--- config.mk ---
export PLATFORM = sky130hd
export DESIGN_NAME = hpi_access_ctrl
export DESIGN_NICKNAME = d
export VERILOG_FILES = /design/src/rtl/hpi_pkg.sv /design/src/rtl/hpi_phase_timer.sv /design/src/rtl/hpi_access_ctrl.sv
export SDC_FILE = /design/constraint.sdc
export NUM_CORES = 1
export LEC_CHECK = 0
export BUFFER_PORTS_ARGS = -buffer_cell sky130_fd_sc_hd__buf_2
export CAP_MARGIN = 20
export CORE_MARGIN = 1.5
export CORE_UTILIZATION = 40
export DETAILED_ROUTE_END_ITERATION = 8
export PLACE_DENSITY_LB_ADDON = 0.2
export SLEW_MARGIN = 5
export SYNTH_ARGS = -nofsm -noshare
export SYNTH_HDL_FRONTEND = slang
export SYNTH_SLANG_ARGS = --single-unit
export TNS_END_PERCENT = 1
--- constraint.sdc ---
create_clock -name Clk -period 3.85 [get_ports Clk]
set_input_delay 0.77 -clock Clk [delete_from_list [all_inputs] [get_ports Clk]]
set_output_delay 0.77 -clock Clk [all_outputs]
set_load 0.005 [all_outputs]
--- src/rtl/hpi_pkg.sv ---
// Shared types and constants for the HPI access controller.
package hpi_pkg;

  typedef enum logic [2:0] {
    StRst,
    StIdle,
    StSetup,
    StStrobe,
    StHold,
    StDone
  } hpi_state_e;

  localparam logic [1:0] HPI_DATA    = 2'd0;
  localparam logic [1:0] HPI_MAILBOX = 2'd1;
  localparam logic [1:0] HPI_ADDR    = 2'd2;
  localparam logic [1:0] HPI_STATUS  = 2'd3;

  // Phase timer width; all cycle parameters must fit.
  localparam int unsigned TimerW = 16;

endpackage

--- src/rtl/hpi_phase_timer.sv ---
// Loadable down-counter with zero flag; one instance paces every timed FSM state.
module hpi_phase_timer #(
  parameter int unsigned      Width    = 16,
  parameter logic [Width-1:0] ResetVal = '0
) (
  input  logic             clk_i,
  input  logic             rst_ni,
  input  logic             load_i,
  input  logic [Width-1:0] load_val_i,
  output logic [Width-1:0] count_o,
  output logic             zero_o
);

  logic [Width-1:0] cnt_q, cnt_d;

  always_comb begin
    cnt_d = cnt_q;
    if (load_i) begin
      cnt_d = load_val_i;
    end else if (cnt_q != '0) begin
      cnt_d = cnt_q - 1'b1;
    end
  end

  always_ff @(posedge clk_i or negedge rst_ni) begin
    if (!rst_ni) begin
      cnt_q <= ResetVal;
    end else begin
      cnt_q <= cnt_d;
    end
  end

  assign count_o = cnt_q;
  assign zero_o  = (cnt_q == '0);

endmodule

--- src/rtl/hpi_access_ctrl.sv ---
// Sequences single HPI register accesses (setup/strobe/hold) and the chip reset pulse.
module hpi_access_ctrl
  import hpi_pkg::*;
#(
  parameter int unsigned SETUP_CYC  = 2,
  parameter int unsigned STROBE_CYC = 4,
  parameter int unsigned HOLD_CYC   = 2,
  parameter int unsigned RST_CYC    = 16
) (
  input  logic        Clk,
  input  logic        Reset_n,
  input  logic        req_valid,
  output logic        req_ready,
  input  logic        req_write,
  input  logic [1:0]  req_addr,
  input  logic [15:0] req_wdata,
  input  logic        chip_rst_req,
  output logic        rsp_valid,
  output logic [15:0] rsp_rdata,
  output logic        busy,
  output logic [1:0]  hpi_address,
  output logic [15:0] hpi_data_out,
  input  logic [15:0] hpi_data_in,
  output logic        hpi_r_n,
  output logic        hpi_w_n,
  output logic        hpi_cs_n,
  output logic        hpi_reset_n
);

  localparam logic [TimerW-1:0] LdSetup  = TimerW'(SETUP_CYC - 1);
  localparam logic [TimerW-1:0] LdStrobe = TimerW'(STROBE_CYC - 1);
  localparam logic [TimerW-1:0] LdHold   = TimerW'(HOLD_CYC - 1);
  localparam logic [TimerW-1:0] LdRst    = TimerW'(RST_CYC - 1);
  // Timer value during the second HOLD cycle, when registered read data is valid.
  localparam logic [TimerW-1:0] RdSample = TimerW'(HOLD_CYC - 2);

  hpi_state_e state_q, state_d;
  logic        pend_q, pend_d;
  logic        write_q;
  logic [1:0]  addr_q;
  logic [15:0] wdata_q;
  logic [15:0] rdata_q, rdata_d;
  logic        rsp_valid_q;
  logic        cs_n_q, r_n_q, w_n_q, reset_n_q;

  logic              tmr_load;
  logic [TimerW-1:0] tmr_val;
  logic [TimerW-1:0] tmr_cnt;
  logic              tmr_zero;
  logic              accept;

  assign req_ready = (state_q == StIdle) && !chip_rst_req;
  assign accept    = req_valid && req_ready;
  assign busy      = (state_q != StIdle);

  hpi_phase_timer #(
    .Width   (TimerW),
    .ResetVal(LdRst)
  ) u_timer (
    .clk_i     (Clk),
    .rst_ni    (Reset_n),
    .load_i    (tmr_load),
    .load_val_i(tmr_val),
    .count_o   (tmr_cnt),
    .zero_o    (tmr_zero)
  );

  always_comb begin
    state_d  = state_q;
    pend_d   = pend_q;
    rdata_d  = rdata_q;
    tmr_load = 1'b0;
    tmr_val  = LdRst;
    unique case (state_q)
      StRst: begin
        if (tmr_zero) state_d = StIdle;
      end
      StIdle: begin
        if (chip_rst_req) begin
          state_d  = StRst;
          tmr_load = 1'b1;
          tmr_val  = LdRst;
        end else if (accept) begin
          state_d  = StSetup;
          tmr_load = 1'b1;
          tmr_val  = LdSetup;
        end
      end
      StSetup: begin
        if (tmr_zero) begin
          state_d  = StStrobe;
          tmr_load = 1'b1;
          tmr_val  = LdStrobe;
        end
      end
      StStrobe: begin
        if (tmr_zero) begin
          state_d  = StHold;
          tmr_load = 1'b1;
          tmr_val  = LdHold;
        end
      end
      StHold: begin
        if (!write_q && (tmr_cnt == RdSample)) rdata_d = hpi_data_in;
        if (tmr_zero) state_d = StDone;
      end
      StDone: begin
        if (pend_q || chip_rst_req) begin
          state_d  = StRst;
          tmr_load = 1'b1;
          tmr_val  = LdRst;
          pend_d   = 1'b0;
        end else begin
          state_d = StIdle;
        end
      end
      default: state_d = StRst;
    endcase
    // A chip reset requested mid-access waits until the access finishes.
    if (chip_rst_req && (state_q inside {StSetup, StStrobe, StHold})) pend_d = 1'b1;
  end

  always_ff @(posedge Clk or negedge Reset_n) begin
    if (!Reset_n) begin
      state_q     <= StRst;
      pend_q      <= 1'b0;
      write_q     <= 1'b0;
      addr_q      <= '0;
      wdata_q     <= '0;
      rdata_q     <= '0;
      rsp_valid_q <= 1'b0;
      cs_n_q      <= 1'b1;
      r_n_q       <= 1'b1;
      w_n_q       <= 1'b1;
      reset_n_q   <= 1'b0;
    end else begin
      state_q <= state_d;
      pend_q  <= pend_d;
      rdata_q <= rdata_d;
      if (accept) begin
        write_q <= req_write;
        addr_q  <= req_addr;
        wdata_q <= req_wdata;
      end
      // Pin-facing strobes are decoded from the next state so they leave flops directly.
      rsp_valid_q <= (state_d == StDone);
      cs_n_q      <= !(state_d inside {StSetup, StStrobe, StHold});
      r_n_q       <= !((state_d == StStrobe) && !write_q);
      w_n_q       <= !((state_d == StStrobe) && write_q);
      reset_n_q   <= (state_d != StRst);
    end
  end

  assign rsp_valid    = rsp_valid_q;
  assign rsp_rdata    = rdata_q;
  assign hpi_address  = addr_q;
  assign hpi_data_out = wdata_q;
  assign hpi_cs_n     = cs_n_q;
  assign hpi_r_n      = r_n_q;
  assign hpi_w_n      = w_n_q;
  assign hpi_reset_n  = reset_n_q;

endmodule

==> reports/qor.yml, run 1 <==
detail_route.wl_per_cell_microns: 13.8
fmax_mhz: 411
dpl.cell_count: 368
cts_tree: "done"
p_int_mw: 1.61
initial_core_util: 0.421
layout-drive-gt1-share: 0.490
drc: 6
violations: "DRC"
fin_crit_ns: 2.43
tightest_slew_ns: 1.04
path_max_fanout: 16
die_h_microns: 85.4
nNetsFinal: 344
outcome: "finished, violations left"
portBuffers: 79
final.period_utilization: 0.632
cts_hold_buffers: 0
insertion_delay_ns: 0.33
power.total_mw: 2.37
syn_avg_cell_area_sq_um: 12.4
clk_pin_slew_ns: 0.07
fp.coreArea_sq_mm: 0.00646
synth_edf_count: 0
cts.repair.resized: 0
leakage_nw: 1.61
synthToLayoutAreaGrowth_pct: 26.0
power_density_mw_per_mm2: 690
final-hold-violation-count: 0
yosysSeqAreaShare: 0.555
pwr-share-comb: 0.300
grt_pass1_wl_microns: 8690
stdcell_area_sq_mm: 0.00343
cts_root_buf: "clkbuf_8"
numCtsBuffers: 9
cts_setup_buffers: 0
arrival_ns: 2.64
max-slew-margin-rel: 0.301
synth_nets: 260
drt-initial-drc-count: 60
viasPerCell: 5.17
vias: 1989
n_fill_cell: 588
syn_inst: 219
critPathKind: "reg -> reg"
globalRouteOverflowTotal: 0
setup_tns_ns: 0
rsz0062_at_grt: "no"
peakVddDrop_mv: 0.364
die_x_microns: 85.4
num_rows: 29
gp_congestion: 0.765
postPlaceCellArea_sq_mm: 0.00317
hpwlAfterDp_microns: 3730
ys_types: 49
max_cap_viol_count: 0
firstDrtPassIters: 6
io_pins: 80
cp-start-kind: "flip-flop"
required_ns: 4.06
synth_area_sq_mm: 0.00272
synth-seq-cells: 60
power_switching_mw: 0.752
finalSetupViolCount: 0
yosys_warnings: 0
slew_viol_final: 0
wl_microns: 5320
n_antenna_cell: 0
worst_setup_path_end_kind: "flip-flop"
p_sw_frac: 0.318
grt_start_max_net_pins: 48
cts.sinks: 60
cts.path.max_buffers: 2
htree_levels: 3
fp.dieArea_sq_mm: 0.00730
grt_use_total: 0.154
final_util: 0.531
antenna_found_initial: 0
ys.flop_type: "dfrtp_1"
clock_power_share: 0.276
finClkSkew_ns: 0.00897
seqPwrFrac: 0.424
instances_no_fill: 385
drtAntennaViolNets: 0
grt_pass1_vias: 1871
ys_async_sr_fraction: 1.00
hp-class: "in -> async"
-- sequential cells by signal, summed over array words and instances, names as in the netlist --
signal           cells
hpi_w_n              1
hpi_reset_n          1
write_q              1
hpi_cs_n             1
rsp_rdata           16
hpi_data_out        16
pend_q               1
rsp_valid            1
hpi_r_n              1
hpi_address          2
state_q              3
u_timer.count_o     16
-- final timing paths --
path | end | slack (ns) | start | cells past startpoint
hold / removal | u_timer.count_o[8] | 0.31 | Reset_n | 1
setup / recovery | rsp_rdata[5] | 1.42 | u_timer.count_o[0] | 6
hold reg to reg | hpi_data_out[2] | 0.50 | hpi_data_out[2] | 1
setup reg to reg | rsp_rdata[5] | 1.42 | u_timer.count_o[0] | 6
max in group asynchronous | u_timer.count_o[1] | 2.74 | Reset_n | 3
min in group Clk | hpi_data_out[2] | 0.50 | hpi_data_out[2] | 1
-- cells in the final DEF (no fill, tap or decap), types with 3 or more instances in the layout --
master and count:
nand2_1 13, clkbuf_8 12, o31ai_1 5, nand3_1 6, xnor2_1 3, nor3_1 3, o21ai_0 9, nor2_1 10
buf_2 79, dfrtp_1 53, or4_1 5, inv_1 4, a21oi_1 14, dfstp_2 7, mux2_2 36, or3_1 5
-- critical path, stage by stage (launching register included) --
cell and delay [ns]:
dfstp_2 0.38, inv_1 0.10, ha_1 0.18, nor4b_2 0.40, nand4_4 0.24, nor3_4 0.60, mux2_2 0.41
-- per-stage QoR --
| step | hold slack [ns] | worst slack [ns] |
|---|---|---|
| global placement | 0.483 | 1.37 |
| finish | 0.308 | 1.42 |
| detailed placement | 0.488 | 1.31 |
| global route | 0.313 | 1.24 |
| CTS | 0.502 | 1.36 |
| floorplan | 0.474 | 1.78 |
-- power by group through the flow --
stage | logic (mW) | clock network (mW) | registers, mW
2_1_floorplan | 0.515 | 0 | 0.973
3_3_place_gp | 0.704 | 0 | 1.01
3_5_place_dp | 0.717 | 0 | 1.01
4_1_cts | 0.720 | 0.670 | 1.00
5_1_grt | 0.801 | 0.697 | 1.03
6_report | 0.711 | 0.653 | 1.00
-- cell usage after synthesis (all sizes together) (3+ instances only) --
| library cell | instances | area share |
|---|---|---|
| dfrtp | 53 | 0.49 |
| mux2 | 36 | 0.15 |
| a21oi | 14 | 0.026 |
| nand2 | 13 | 0.018 |
| nor2 | 10 | 0.014 |
| o21ai | 10 | 0.018 |
| dfstp | 7 | 0.068 |
| buf | 6 | 0.016 |
| nand3 | 6 | 0.011 |
| or3 | 6 | 0.014 |
| o31ai | 5 | 0.014 |
| or4 | 5 | 0.014 |
| inv | 4 | 0.0055 |
| nor3 | 4 | 0.012 |
| clkbuf | 3 | 0.0041 |
| xnor2 | 3 | 0.0097 |
-- final cells by class --
cell class                      count  area, sq um  share of cell area
Clock inverter                      4         70.1              0.0204
Sequential cell                    60         1510               0.441
Multi-Input combinational cell    146         1140               0.333
Tap cell                           77         96.3              0.0281
Timing Repair Buffer               82          430               0.126
Clock buffer                       12          165              0.0482
Inverter                            4         15.0             0.00438
-- layer usage --
layer / wire length, microns / vias up / global-route usage
li1: - / 973 / -
met1: 2390 / 948 / 0.198
met2: 2500 / 60 / 0.236
met3: 364 / 8 / 0.0613
met4: 68 / 0 / 0.0528
met5: 0 / - / 0
-- logic make-up (layout without fill, tap and decap cells) --
group / after synthesis / after routing / share of synthesized area
AO/OA/AOI/OAI: 40 / 40 / 0.0916
XOR/XNOR: 5 / 5 / 0.0161
adder cells (fa/ha/maj): 2 / 2 / 0.00920
buffers and inverters: 13 / 102 / 0.0253
flip-flops: 60 / 60 / 0.555
multiplexers: 36 / 36 / 0.149
AND/OR/NAND/NOR: 63 / 63 / 0.153
No activity file was read; power rests on OpenSTA's default activity.
==> inputs of run 2 (changes only) <==
--- a/config.mk
+++ b/config.mk
@@ -5,6 +5,7 @@
 export SDC_FILE = /design/constraint.sdc
 export NUM_CORES = 1
 export LEC_CHECK = 0
+export ABC_AREA = 1
 export BUFFER_PORTS_ARGS = -buffer_cell sky130_fd_sc_hd__buf_2
 export CAP_MARGIN = 20
 export CORE_MARGIN = 1.5
==> constraint.sdc (replaced) <==
create_clock -name Clk -period 2.08 [get_ports Clk]
set_input_delay 0.416 -clock Clk [delete_from_list [all_inputs] [get_ports Clk]]
set_output_delay 0.416 -clock Clk [all_outputs]
set_load 0.005 [all_outputs]
==> run 2 against run 1 <==
  * The run now ends clean
  * Sequential share of layout area shrank 3.0 points
  * Register-to-register slack worse by 1.2 ns
  * Routed wire length grew 19%
  * Worst setup slack got worse by 1.2 ns
  * Critical endpoint is now u_timer.count_o[15]
==> reports/qor.yml, run 2 <==
outcome: "completed"
globalRouteOverflowTotal: 0
die_h_microns: 89.1
firstDrtPassIters: 4
detail_route.wl_per_cell_microns: 12.7
synth_commonest_cells: "nand2_1, dfrtp_1, nand3_1, nor2_1, inv_1"
yosysSeqAreaShare: 0.509
synthAdderAreaFrac: 0.00844
initial_core_util: 0.411
yosys_warnings: 0
final-hold-violation-count: 0
drtAntennaViolNets: 0
worst_setup_path_end_kind: "flip-flop"
finalSetupViolCount: 0
synthToLayoutAreaGrowth_pct: 24.1
synth_edf_count: 0
cts_tree: "done"
io_pins: 80
tightest_slew_ns: 0.525
grt_use_total: 0.176
dpl.cell_count: 484
nNetsFinal: 437
fp.dieArea_sq_mm: 0.00794
path_depth: 11
multi_input_area_sq_mm: 0.00130
required_ns: 2.35
r2r_end: "u_timer.count_o[15]"
grt_pass1_vias: 2272
synth_compound_area_frac: 0.0220
synth_top_family_by_area: "simple AND/OR/NAND/NOR gates"
n_fill_cell: 703
pre_cts_slack_ns: 0.207
max_cap_viol_count: 0
synth_area_leaders: "dfrtp_1, nand2_1, dfstp_2"
cts_hold_buffers: 0
vias: 2343
cts_root_buf: "clkbuf_8"
fmax_mhz: 530
ys.flop_type: "dfrtp_1"
rsz0062_at_grt: "no"
path_max_fanout: 11
syn_inst: 307
reg2reg_depth: 11
layout-drive-gt1-share: 0.409
peakVddDrop_mv: 0.758
synth_top_area_frac: 0.447
cp-startpoint: "u_timer.count_o[0]"
slew_viol_final: 0
cts.repair.resized: 0
final-seq-area_sq_mm: 0.00151
critPathKind: "reg -> reg"
finClkSkew_ns: 0.00750
die_x_microns: 89.1
max_stage_delay_ns: 0.55
hpwlAfterDp_microns: 4700
leakage_nw: 1.91
drc: 0
synth_xor_area_frac: 0.0266
power_density_mw_per_mm2: 1130
fp.coreArea_sq_mm: 0.00721
ys_types: 34
drt-initial-drc-count: 116
r2r_start: "u_timer.count_o[0]"
yosysMostFrequentCell: "nand2_1"
synth-simple-area-share: 0.312
num_rows: 31
syn_avg_cell_area_sq_um: 9.66
final_common_cell: "buf_2"
setup_ws_ns: 0.193
cts.path.max_buffers: 2
synth_nets: 348
fin_crit_ns: 1.89
fin_hold_ws_ns: 0.0520
final.period_utilization: 0.907
setup_tns_ns: 0
critical_path.slowest_cell: "dfstp_2"
cp-start-kind: "flip-flop"
max-slew-margin-rel: 0.650
htree_levels: 3
insertion_delay_ns: 0.33
final_cell_mix: "buf_2, nand2_1, dfrtp_1"
grt_pass1_wl_microns: 10400
synth_area_sq_mm: 0.00296
numCtsBuffers: 9
cts.sinks: 60
rrSetupSlack_ns: 0.19
instances_no_fill: 500
synth-seq-cells: 60
cpLargestDelayFamily: "simple AND/OR/NAND/NOR gates"
hp-class: "in -> async"
synth_largest_area_cell: "dfrtp_1"
cp_num_buf_inv: 3
gp_congestion: 0.882
ys_async_sr_fraction: 1.00
n_antenna_cell: 0
grt_start_max_net_pins: 29
cts_setup_buffers: 0
wl_microns: 6330
endpoint: "u_timer.count_o[15]"
path_cells: "inv_1, ha_1, inv_1, nor2_1, nand2_1, nor2_4, nand3_2, nand2_2, inv_2, nand3_1, nor2_1"
antenna_found_initial: 0
clk_pin_slew_ns: 0.07
arrival_ns: 2.16
synthMuxAreaShare: 0.0684
portBuffers: 79
viasPerCell: 4.69
## run 2: changes by cell type after synthesis, moves of 6 or more
cell	delta
inv_2	+7
mux2_2	-22
o21ai_0	-10
nor2_2	+7
inv_1	+15
a21oi_1	-8
nand2_1	+57
nor3_2	+6
nand3_1	+27
nor2_1	+21
## run 2: area by class of cell
class | count | area share
well taps | 99 | 0.0337
clock inverters | 6 | 0.0173
repair buffers | 84 | 0.121
flip-flops and latches | 60 | 0.411
inverters | 27 | 0.0276
multi-input cells | 214 | 0.352
clock buffers | 10 | 0.0374
## run 2: worst register-to-register path: stages, from the launching register on
cell	delay, ns
dfstp_2	0.55
inv_1	0.08
ha_1	0.23
inv_1	0.06
nor2_1	0.03
nand2_1	0.12
nor2_4	0.06
nand3_2	0.08
nand2_2	0.23
inv_2	0.21
nand3_1	0.09
nor2_1	0.09
## run 2: through the flow
stage | total power, mW | utilization | cell area [sq um]
finish | 4.16 | 0.510 | 3680
global route | 4.47 | 0.510 | 3680
global placement | 3.11 | 0.482 | 3480
floorplan | 2.72 | - | 2960
detailed placement | 3.14 | 0.482 | 3480
CTS | 4.22 | 0.510 | 3680
## run 2: report_power, final
| group | total [mW] | internal, mW | switching [mW] |
|---|---|---|---|
| Clock | 1.05 | 0.583 | 0.465 |
| Sequential | 1.74 | 1.48 | 0.256 |
| Combinational | 1.38 | 0.580 | 0.802 |
## run 2: per-layer routing
layer  vias up  part of all wire  global-route usage
met2        68              0.46               0.268
met1      1096              0.46               0.224
met4         0             0.025              0.0951
met5         -                 0                   0
li1       1162                 -                   -
met3        17             0.057              0.0545
## run 2: kinds of logic (layout without fill, tap and decap cells)
kind of cell | count (synthesis) | in the layout
flops | 60 | 60
buf+inv | 33 | 127
mux | 18 | 18
fa+ha+maj | 2 | 2
xor+xnor | 9 | 9
simple gates | 174 | 174
compound gates | 11 | 11
## run 2: worst min path at each step
stage,startpoint,endpoint,slack (ns),depth (start not counted)
2_1_floorplan,Reset_n,hpi_address[0],0.12,0
3_3_place_gp,write_q,hpi_w_n,0.39,1
3_5_place_dp,write_q,hpi_w_n,0.39,1
4_1_cts,Reset_n,hpi_address[0],0.06,1
5_1_grt,Reset_n,hpi_address[0],0.09,1
6_report,Reset_n,hpi_address[0],0.05,1
==> inputs of run 3 (changes only) <==
--- a/config.mk
+++ b/config.mk
@@ -10,8 +10,10 @@
 export CAP_MARGIN = 20
 export CORE_MARGIN = 1.5
 export CORE_UTILIZATION = 40
+export CTS_BUF_LIST = sky130_fd_sc_hd__clkbuf_2
 export DETAILED_ROUTE_END_ITERATION = 8
 export PLACE_DENSITY_LB_ADDON = 0.2
+export RECOVER_POWER = 100
 export SLEW_MARGIN = 5
 export SYNTH_ARGS = -nofsm -noshare
 export SYNTH_HDL_FRONTEND = slang
==> run 3 against run 2 <==
  * Worst setup slack improved by 0.0044 ns
  * Routed wire length shrank 0.85%
  * Sequential share of layout area is 2.2 points higher
==> reports/qor.yml, run 3 (synthesis results as in run 2) <==
hpwlAfterDp_microns: 4700
die_h_microns: 89.1
synthToLayoutAreaGrowth_pct: 17.8
viasPerCell: 4.67
outcome: "completed"
die_x_microns: 89.1
cts_tree: "done"
power_density_mw_per_mm2: 1070
path_cells: "inv_1, ha_1, inv_1, nor2_1, nand2_1, nor2_4, nand3_1, nand2_2, inv_2, nand4_1, inv_1"
n_antenna_cell: 0
p_sw_frac: 0.389
fin_crit_ns: 1.88
cts.repair.resized: 0
final_cell_mix: "nand2_1, dfrtp_1, buf_2"
power_switching_mw: 1.46
globalRouteOverflowTotal: 0
layout-drive-gt1-share: 0.301
n_fill_cell: 739
grt_start_max_net_pins: 29
stdcell_area_sq_mm: 0.00349
final-seq-area_sq_mm: 0.00151
grt_pass1_vias: 2251
seqPwrFrac: 0.461
wl_met2_microns: 2950
pwr-share-comb: 0.350
portBuffers: 79
nNetsFinal: 438
routed.top_layer: "met4"
setup_tns_ns: 0
wl_microns: 6270
grt_use_total: 0.173
fp.coreArea_sq_mm: 0.00721
clk_pin_slew_ns: 0.18
grt_pass1_wl_microns: 10300
power.total_mw: 3.75
slew_viol_final: 0
fmax_mhz: 531
max-slew-margin-rel: 0.158
io_pins: 80
finClkSkew_ns: 0.0246
vias: 2340
required_ns: 2.50
critPathKind: "reg -> reg"
final-hold-violation-count: 0
drt-initial-drc-count: 105
insertion_delay_ns: 0.48
finalSetupViolCount: 0
rsz0062_at_grt: "no"
cts_root_buf: "clkbuf_2"
p_int_mw: 2.29
detail_route.wl_per_cell_microns: 12.5
cts.path.max_buffers: 2
hp-class: "in -> reg"
final_util: 0.484
cts_setup_buffers: 0
path_max_fanout: 11
dpl.cell_count: 484
cts.sinks: 60
max_cap_viol_count: 0
m1WireLength_microns: 2880
arrival_ns: 2.30
cp-start-kind: "flip-flop"
htree_levels: 3
final.period_utilization: 0.905
num_rows: 31
tightest_slew_ns: 1.26
drtAntennaViolNets: 0
critical_path.slowest_cell: "dfstp_2"
final_common_cell: "nand2_1"
worst_setup_path_end_kind: "flip-flop"
cp_common_cell: "inv_1"
firstDrtPassIters: 4
drc: 0
leakage_nw: 1.77
postPlaceCellArea_sq_mm: 0.00348
clock_power_share: 0.188
numCtsBuffers: 9
antenna_found_initial: 0
met3_length_microns: 343
peakVddDrop_mv: 0.651
max_stage_delay_ns: 0.58
multi_input_area_sq_mm: 0.00123
fp.dieArea_sq_mm: 0.00794
instances_no_fill: 501
gp_congestion: 0.882
initial_core_util: 0.411
## run 3: cell count changes in the layout (fill, tap and decap cells not counted), moves of 3 or more
| cell | previous run | this run |
|---|---|---|
| clkbuf_8 | 10 | 0 |
| buf_2 | 79 | 52 |
| nor3_1 | 2 | 8 |
| o21ai_0 | 0 | 3 |
| nand2_1 | 70 | 74 |
| clkbuf_1 | 0 | 26 |
| clkbuf_2 | 0 | 12 |
| nor3_2 | 6 | 0 |
## run 3: layout make-up
class / count / area share
Clock inverter: 7 / 0.0193
Timing Repair Buffer: 85 / 0.120
Inverter: 27 / 0.0290
Clock buffer: 9 / 0.0129
Tap cell: 99 / 0.0355
Sequential cell: 60 / 0.432
Multi-Input combinational cell: 214 / 0.351
## run 3: metrics by stage
stage,hold WS (ns),worst slack [ns]
after floorplan,0.120,0.482
final,0.149,0.197
after CTS,0.0959,0.168
after global routing,0.0789,0.00878
after detailed placement,0.391,0.207
after global placement,0.388,0.292
## run 3: per-layer routing
metal	global-route usage	vias up
met3	0.0572	11
met1	0.223	1101
met4	0.0699	0
li1	-	1167
met5	0	-
met2	0.270	61
## run 3: timing repair
item,4_1_cts,5_1_grt
hold endpoints to repair,20,0
hold buffers,1,0
setup endpoints to repair,0,0
## run 3: final timing paths
path | end | slack, ns | cells after the start | from
min in group asynchronous | hpi_address[0] | 0.74 | 2 | Reset_n
worst min-delay path | rsp_rdata[11] | 0.15 | 3 | hpi_data_in[11]
worst min register to register | hpi_w_n | 0.41 | 1 | write_q
worst max register to register | u_timer.count_o[4] | 0.20 | 11 | u_timer.count_o[0]
worst max-delay path | u_timer.count_o[4] | 0.20 | 11 | u_timer.count_o[0]
max in group asynchronous | rsp_rdata[15] | 0.43 | 3 | Reset_n
## run 3: critical path: cells and delay by family, from the launching register on
| kind | cells | cell delay (ns) |
|---|---|---|
| and+or+nand+nor | 6 | 0.61 |
| DFF | 1 | 0.58 |
| buffers and inverters | 4 | 0.39 |
| adders and majority gates | 1 | 0.23 |
## run 3: power groups by stage
stage	sequential (mW)	combinational [mW]	clock [mW]
2_1_floorplan	1.72	1.00	0
3_3_place_gp	1.74	1.37	0
3_5_place_dp	1.75	1.38	0
4_1_cts	1.73	1.39	0.744
5_1_grt	1.77	1.50	0.793
6_report	1.73	1.31	0.707
